<file path="src/rtl/counter_run_ctrl.sv">
// Run controller for a modulo-MODULUS counter with command handshake and round limit.
// Optional down counting is enabled by defining COUNT_DOWN_EN (adds input up_dn).
module counter_run_ctrl #(
    parameter int WIDTH    = 3,
    parameter int MODULUS  = 5,
    parameter int ROUNDS_W = 4
) (
    input  logic                clock1,
    input  logic                rst,
    input  logic                cmd_valid,
    output logic                cmd_ready,
    input  logic [1:0]          cmd_op,
    input  logic [WIDTH-1:0]    cmd_data,
    input  logic [ROUNDS_W-1:0] rounds,
    input  logic                step,
`ifdef COUNT_DOWN_EN
    input  logic                up_dn,
`endif
    output logic [WIDTH-1:0]    count,
    output logic                tc,
    output logic                busy,
    output logic                done,
    output logic                err
);

    localparam logic [1:0] S_IDLE  = 2'd0;
    localparam logic [1:0] S_RUN   = 2'd1;
    localparam logic [1:0] S_PAUSE = 2'd2;
    localparam logic [1:0] S_DONE  = 2'd3;

    localparam logic [1:0] OP_START = 2'b00;
    localparam logic [1:0] OP_STOP  = 2'b01;
    localparam logic [1:0] OP_CLEAR = 2'b10;
    localparam logic [1:0] OP_LOAD  = 2'b11;

    localparam logic [WIDTH-1:0] LAST  = WIDTH'(MODULUS - 1);
    localparam logic [WIDTH:0]   MOD_W = (WIDTH + 1)'(MODULUS);

    logic [1:0]          state, state_n;
    logic [WIDTH-1:0]    count_n;
    logic [ROUNDS_W-1:0] rcnt, rcnt_n, rlim, rlim_n, rcnt_inc;
    logic                err_n, tc_n;
    logic                accept, up, at_end, data_ok, can_load;
    logic                is_start, is_stop, is_clear, is_load;

    assign accept   = cmd_valid && cmd_ready;
    assign is_start = cmd_op == OP_START;
    assign is_stop  = cmd_op == OP_STOP;
    assign is_clear = cmd_op == OP_CLEAR;
    assign is_load  = cmd_op == OP_LOAD;

`ifdef COUNT_DOWN_EN
    assign up = up_dn;
`else
    assign up = 1'b1;
`endif

    assign at_end   = up ? (count == LAST) : (count == '0);
    assign rcnt_inc = rcnt + 1'b1;
    assign data_ok  = {1'b0, cmd_data} < MOD_W;
    assign can_load = (state == S_IDLE) || (state == S_PAUSE);

    always_comb begin
        state_n = state;
        count_n = count;
        rcnt_n  = rcnt;
        rlim_n  = rlim;
        err_n   = err;
        tc_n    = 1'b0;
        if (accept) begin
            // an accepted command always swallows a same-cycle step
            unique case (1'b1)
                is_start: begin
                    case (state)
                        S_IDLE: begin
                            state_n = S_RUN;
                            rlim_n  = rounds;
                        end
                        S_PAUSE: state_n = S_RUN;
                        S_DONE: begin
                            state_n = S_RUN;
                            count_n = '0;
                            rcnt_n  = '0;
                            rlim_n  = rounds;
                        end
                        default: ;
                    endcase
                end
                is_stop: begin
                    if (state == S_RUN) state_n = S_PAUSE;
                end
                is_clear: begin
                    state_n = S_IDLE;
                    count_n = '0;
                    rcnt_n  = '0;
                    err_n   = 1'b0;
                end
                is_load: begin
                    if (can_load && data_ok) count_n = cmd_data;
                    else                     err_n   = 1'b1;
                end
                default: ;
            endcase
        end else if (step && state == S_RUN) begin
            if (at_end) begin
                count_n = up ? '0 : LAST;
                tc_n    = 1'b1;
                rcnt_n  = rcnt_inc;
                if (rlim != '0 && rcnt_inc == rlim) state_n = S_DONE;
            end else begin
                count_n = up ? count + 1'b1 : count - 1'b1;
            end
        end
    end

    always_ff @(posedge clock1) begin
        if (rst) begin
            state     <= S_IDLE;
            count     <= '0;
            rcnt      <= '0;
            rlim      <= '0;
            tc        <= 1'b0;
            err       <= 1'b0;
            cmd_ready <= 1'b0;
        end else begin
            state     <= state_n;
            count     <= count_n;
            rcnt      <= rcnt_n;
            rlim      <= rlim_n;
            tc        <= tc_n;
            err       <= err_n;
            cmd_ready <= 1'b1;
        end
    end

    assign busy = state == S_RUN;
    assign done = state == S_DONE;

endmodule

</file>
<file path="config.mk">
export PLATFORM = sky130hd
export DESIGN_NAME = counter_run_ctrl
export DESIGN_NICKNAME = d
export VERILOG_FILES = /design/src/rtl/counter_run_ctrl.sv
export SDC_FILE = /design/constraint.sdc
export NUM_CORES = 1
export LEC_CHECK = 0
export CAP_MARGIN = 20
export CELL_PAD_IN_SITES_DETAIL_PLACEMENT = 1
export CELL_PAD_IN_SITES_GLOBAL_PLACEMENT = 2
export CORE_AREA = 2 2 62 64
export CTS_BUF_LIST = sky130_fd_sc_hd__clkbuf_8 sky130_fd_sc_hd__clkbuf_16
export DETAILED_ROUTE_END_ITERATION = 16
export DIE_AREA = 0 0 64 66
export GPL_ROUTABILITY_DRIVEN = 0
export PLACE_DENSITY = 0.73
export SLEW_MARGIN = 20
export SYNTH_ARGS = -nofsm -noshare
export SYNTH_HDL_FRONTEND = slang
export SYNTH_SLANG_ARGS = --single-unit
export TNS_END_PERCENT = 5
</file>
<file path="constraint.sdc">
create_clock -name clock1 -period 2.4 [get_ports clock1]
set_input_delay 0.72 -clock clock1 [delete_from_list [all_inputs] [get_ports clock1]]
set_output_delay 0.72 -clock clock1 [all_outputs]
set_load 0.005 [all_outputs]
</file>
After elaboration in Yosys (flattened, before gate mapping). Index checks and enable logic that the tools add are counted.

Output and inout bits: 8. Word-level logic and storage cells: 69. Input port bits: 13. Flip-flop bits (word level): 16.

Bitwise logic cells: 1. Equal/unequal tests: 16. Mux-type cells: 22. Magnitude comparators: 1. Reduce and logical (&&, ||, !) cells: 20. Add/subtract/negate cells: 2.

Operators by type and width (number): $mux W4 (4); $mux W3 (5); $mux W2 (6); $ne A3 B3 Y1 const B (3); $pmux W3 S3 (1); $eq A2 B2 Y1 const B (4); $ne A4 B1 Y1 const B (2); $pmux W4 S2 (1); $reduce_and A4 Y1 (2); $reduce_bool A2 Y1 (4); $pmux W2 S3 (1); $reduce_and A3 Y1 (2); $reduce_and A6 Y1 (1); $reduce_or A3 Y1 (2); $add A4 B1 Y4 const B (1); $eq A2 B1 Y1 const B (2); $eq A4 B4 Y1 (1); $logic_and A1 B1 Y1 (4); $logic_not A2 Y1 (2); $reduce_bool A4 Y1 (1); $add A3 B1 Y3 const B (1); $eq A3 B3 Y1 const B (1); $lt A3 B3 Y1 const B (1); $mux W1 (3); other kinds (7) (7).

Logic depth before layout (Yosys ltp).
Word-level depth: 7. Gate-level depth with buffers: 6. Gate-level depth less buffers: 6.

Worst setup path before layout. OpenSTA, ideal clock, no wires.

Path type: input-to-reg. From: input port cmd_op[0]. To: register count[1]. Data required time: 2.279 ns. Path slack: 0.487 ns. Arrival time: 1.792 ns. Buffers on the path: 0. Library setup time: 0.121 ns. Stages on the path: 6. Cell sequence: inv_1 > ha_1 > nor3_1 > nor3_2 > a21oi_2 > mux2_4.

Longest elaborated chain between the ends: 3.

RTL lines: start, declared (RTL line 12) `input logic [1:0] cmd_op,`; $eq A2 B2 Y1 (tied with other cells) (RTL line 49) `assign is_clear = cmd_op == OP_CLEAR;`; $ne A4 B1 Y1 (no source line) (tied with other cells); $reduce_and A4 Y1 (no source line) / $mux W3 (equally long branches); end signal, assigned (RTL line 127) `count <= count_n;`; end, declared (RTL line 19) `output logic [WIDTH-1:0] count,`.

Parallel ways exist; a longest one is shown, timed or not. A chain may end at the register's enable or synchronous reset.

Worst setup path in the final report. Ends and elaborated chain as after synthesis.

==> results.cfg <==
[power]
finalPower_mw = 0.575
power_density_nw_per_um2 = 418
p_seq_share_pct = 47.9
netSwitchingPower_mw = 0.138
p_leak_nw = 0.584
p_int_mw = 0.437
power_frac_clock_pct = 34.6
swShare_pct = 23.9
ir_drop_uv = 205
p_comb_share_pct = 17.5

[drt]
ant_nets = 0
first_pass_iters = 4
wirelength_um = 2540
drt_iter0_markers = 40
drc = 0
vias_per_cell = 4.77
routedWlPerCell_um = 13.4
dr_total_vias = 907

[die]
rows = 22
die_w_um = 64
dieArea_um2 = 4220
core_area_um2 = 3550
initial_utilization_pct = 29.2
chipHeight_um = 66
io_pins = 21

[timing]
relSlewSlack_pct = 73.6
finalCritPeriodShare_pct = 93.9
slew_violations = 0
finalCriticalPeriod_ns = 2.25
tns_ns = 0
worst_pin_slew_ns = 0.395
finalSetupViolCount = 0
hold_viol_final = 0
max_freq_mhz = 444
fin_skew_ns = 0.00316
rsz0062_at_grt = no

[global_route]
antenna_found_initial = 0
overflow = 0
grt.total_usage_pct = 13.1
grt_max_degree = 14
grt_pass1_vias = 956
grt_pass1_wl_um = 4270

[final_layout]
fin_nets = 168
multi_input_area_um2 = 676
insertedDiodeCount = 0
final_common_cell = clkdlybuf4s50_1
nFillCells = 422
seq_area_um2 = 320
mostFrequentLayoutCells = clkdlybuf4s50_1, dfxtp_1, nor2_1
drive_above_1_share_pct = 14.8
stdcell_count = 190
syn2layout_area_growth_pct = 32.7
final_area_um2 = 1380

[clock_tree]
cts_tree = done
hold_buffers = 0
clock_sinks = 16
postCtsResizedCells = 0
clk_pin_slew_worst_paths_ns = 0.06
htree_levels = 1
cts_root_buf = clkbuf_8
numCtsBuffers = 3
clk_latency_ns = 0.25
clk_path_buf_depth = 2
post_cts_buffers = 0

[logic_synthesis]
synth_nets = 138
ys_seq_area_share_pct = 30.9
yosys_warnings = 0
synthCells = 114
synthFlopType = dfxtp_1
synth_area_per_cell_um2 = 9.10
syn-cell-area_um2 = 1040
synth_edf_count = 0
synth_seq_cells = 16
async_flop_share_pct = 0
yosysUniqueCellTypes = 41

[setup_path]
startpoint_type = input pin
required_ns = 2.54
endpoint_kind = register
cp.arrival_ns = 2.39
critPathMaxStageDelay_ns = 0.52
critPathSlowestCell = clkdlybuf4s50_1
path_class = in -> reg
critPathMaxFanout = 4
path_cells = clkdlybuf4s50_1, inv_1, ha_1, nor3_1, nor3_2, a21oi_2, mux2_4

[job]
cap_violations = 0

[place]
dpl.hpwl_um = 2110
io_buffers = 20
placed_area_um2 = 1340
post-place-cells = 187

[hold_path]
hp-class = reg -> reg

[status]
outcome = finished clean
[cells by family after synthesis]
kind of cell / after synthesis / share of synthesized area (%)
adders and majority gates: 11 / 13.3
muxes: 10 / 10.6
and+or+nand+nor: 44 / 23.2
xor gates and xnor gates: 5 / 4.22
buffers and inverters: 9 / 3.98
DFF: 16 / 30.9
AOI/OAI and AO/OA: 19 / 13.9
[power by group through the flow]
stage          clock network, mW  registers [mW]  logic (mW)
2_1_floorplan                  0           0.281      0.0525
3_3_place_gp                   0           0.281      0.0987
3_5_place_dp                   0           0.282       0.102
4_1_cts                    0.210           0.276       0.102
5_1_grt                    0.220           0.276       0.112
6_report                   0.199           0.276       0.101
[worst max-delay path, delay by kind of cell]
family	cells	cell delay, ns
and+or+nand+nor	2	0.30
AOI/OAI and AO/OA	1	0.20
buffers and inverters	2	0.60
muxes	1	0.32
adders and majority gates	1	0.26
[metrics by stage]
stage / setup slack [ns] / hold WS [ns] / utilization (%)
final: 0.147 / 0.512 / 38.8
after global routing: 0.0703 / 0.562 / 38.8
after floorplan: 0.487 / 0.478 / -
after global placement: -0.0251 / 0.492 / 37.6
after CTS: 0.156 / 0.521 / 38.8
after detailed placement: -0.110 / 0.511 / 37.6
[layout make-up]
| cell class | count | area share (%) |
|---|---|---|
| Multi-Input combinational cell | 89 | 49.1 |
| Sequential cell | 16 | 23.3 |
| Timing Repair Buffer | 27 | 18.4 |
| Tap cell | 48 | 4.36 |
| Clock buffer | 3 | 3.00 |
| Inverter | 7 | 1.91 |
[path summary, 6_finish.rpt]
| kind | startpoint | to | slack, ns | depth (start not counted) |
|---|---|---|---|---|
| max | cmd_op[0] | count[1] | 0.15 | 7 |
| min | count[0] | count[0] | 0.51 | 2 |
| max reg2reg | state[0] | count[1] | 0.76 | 6 |
| min reg2reg | count[0] | count[0] | 0.51 | 2 |
[cells in the mapped netlist (all sizes together), types with 2 or more instances]
master	instances	share of area, %
a311oi	2	2.3
a21oi	6	3.3
and3	2	1.2
nand2b	3	1.8
nor2	12	4.3
inv	7	2.5
and2	2	1.4
mux2i	8	7.7
xor2	3	2.5
mux2	2	2.9
o21ai	2	0.97
xnor2	2	1.7
nand2	9	3.5
nor3	4	3.5
dfxtp	16	31
nand3	5	2.4
ha	11	13
[metal layers]
| layer | GRT usage [%] | share of wire (%) | vias up |
|---|---|---|---|
| met4 | 4.89 | 0.51 | 0 |
| met3 | 2.56 | 3.9 | 2 |
| met5 | 0 | 0 | - |
| met2 | 23.2 | 51 | 14 |
| li1 | - | - | 459 |
| met1 | 15.5 | 44 | 432 |
[registers in the layout, summed over array words and instances, names as in the netlist]
register / cells
cmd_ready: 1
count: 3
err: 1
rcnt: 4
rlim: 4
state: 2
tc: 1
Note: power is estimated with default switching activity, not from simulation.
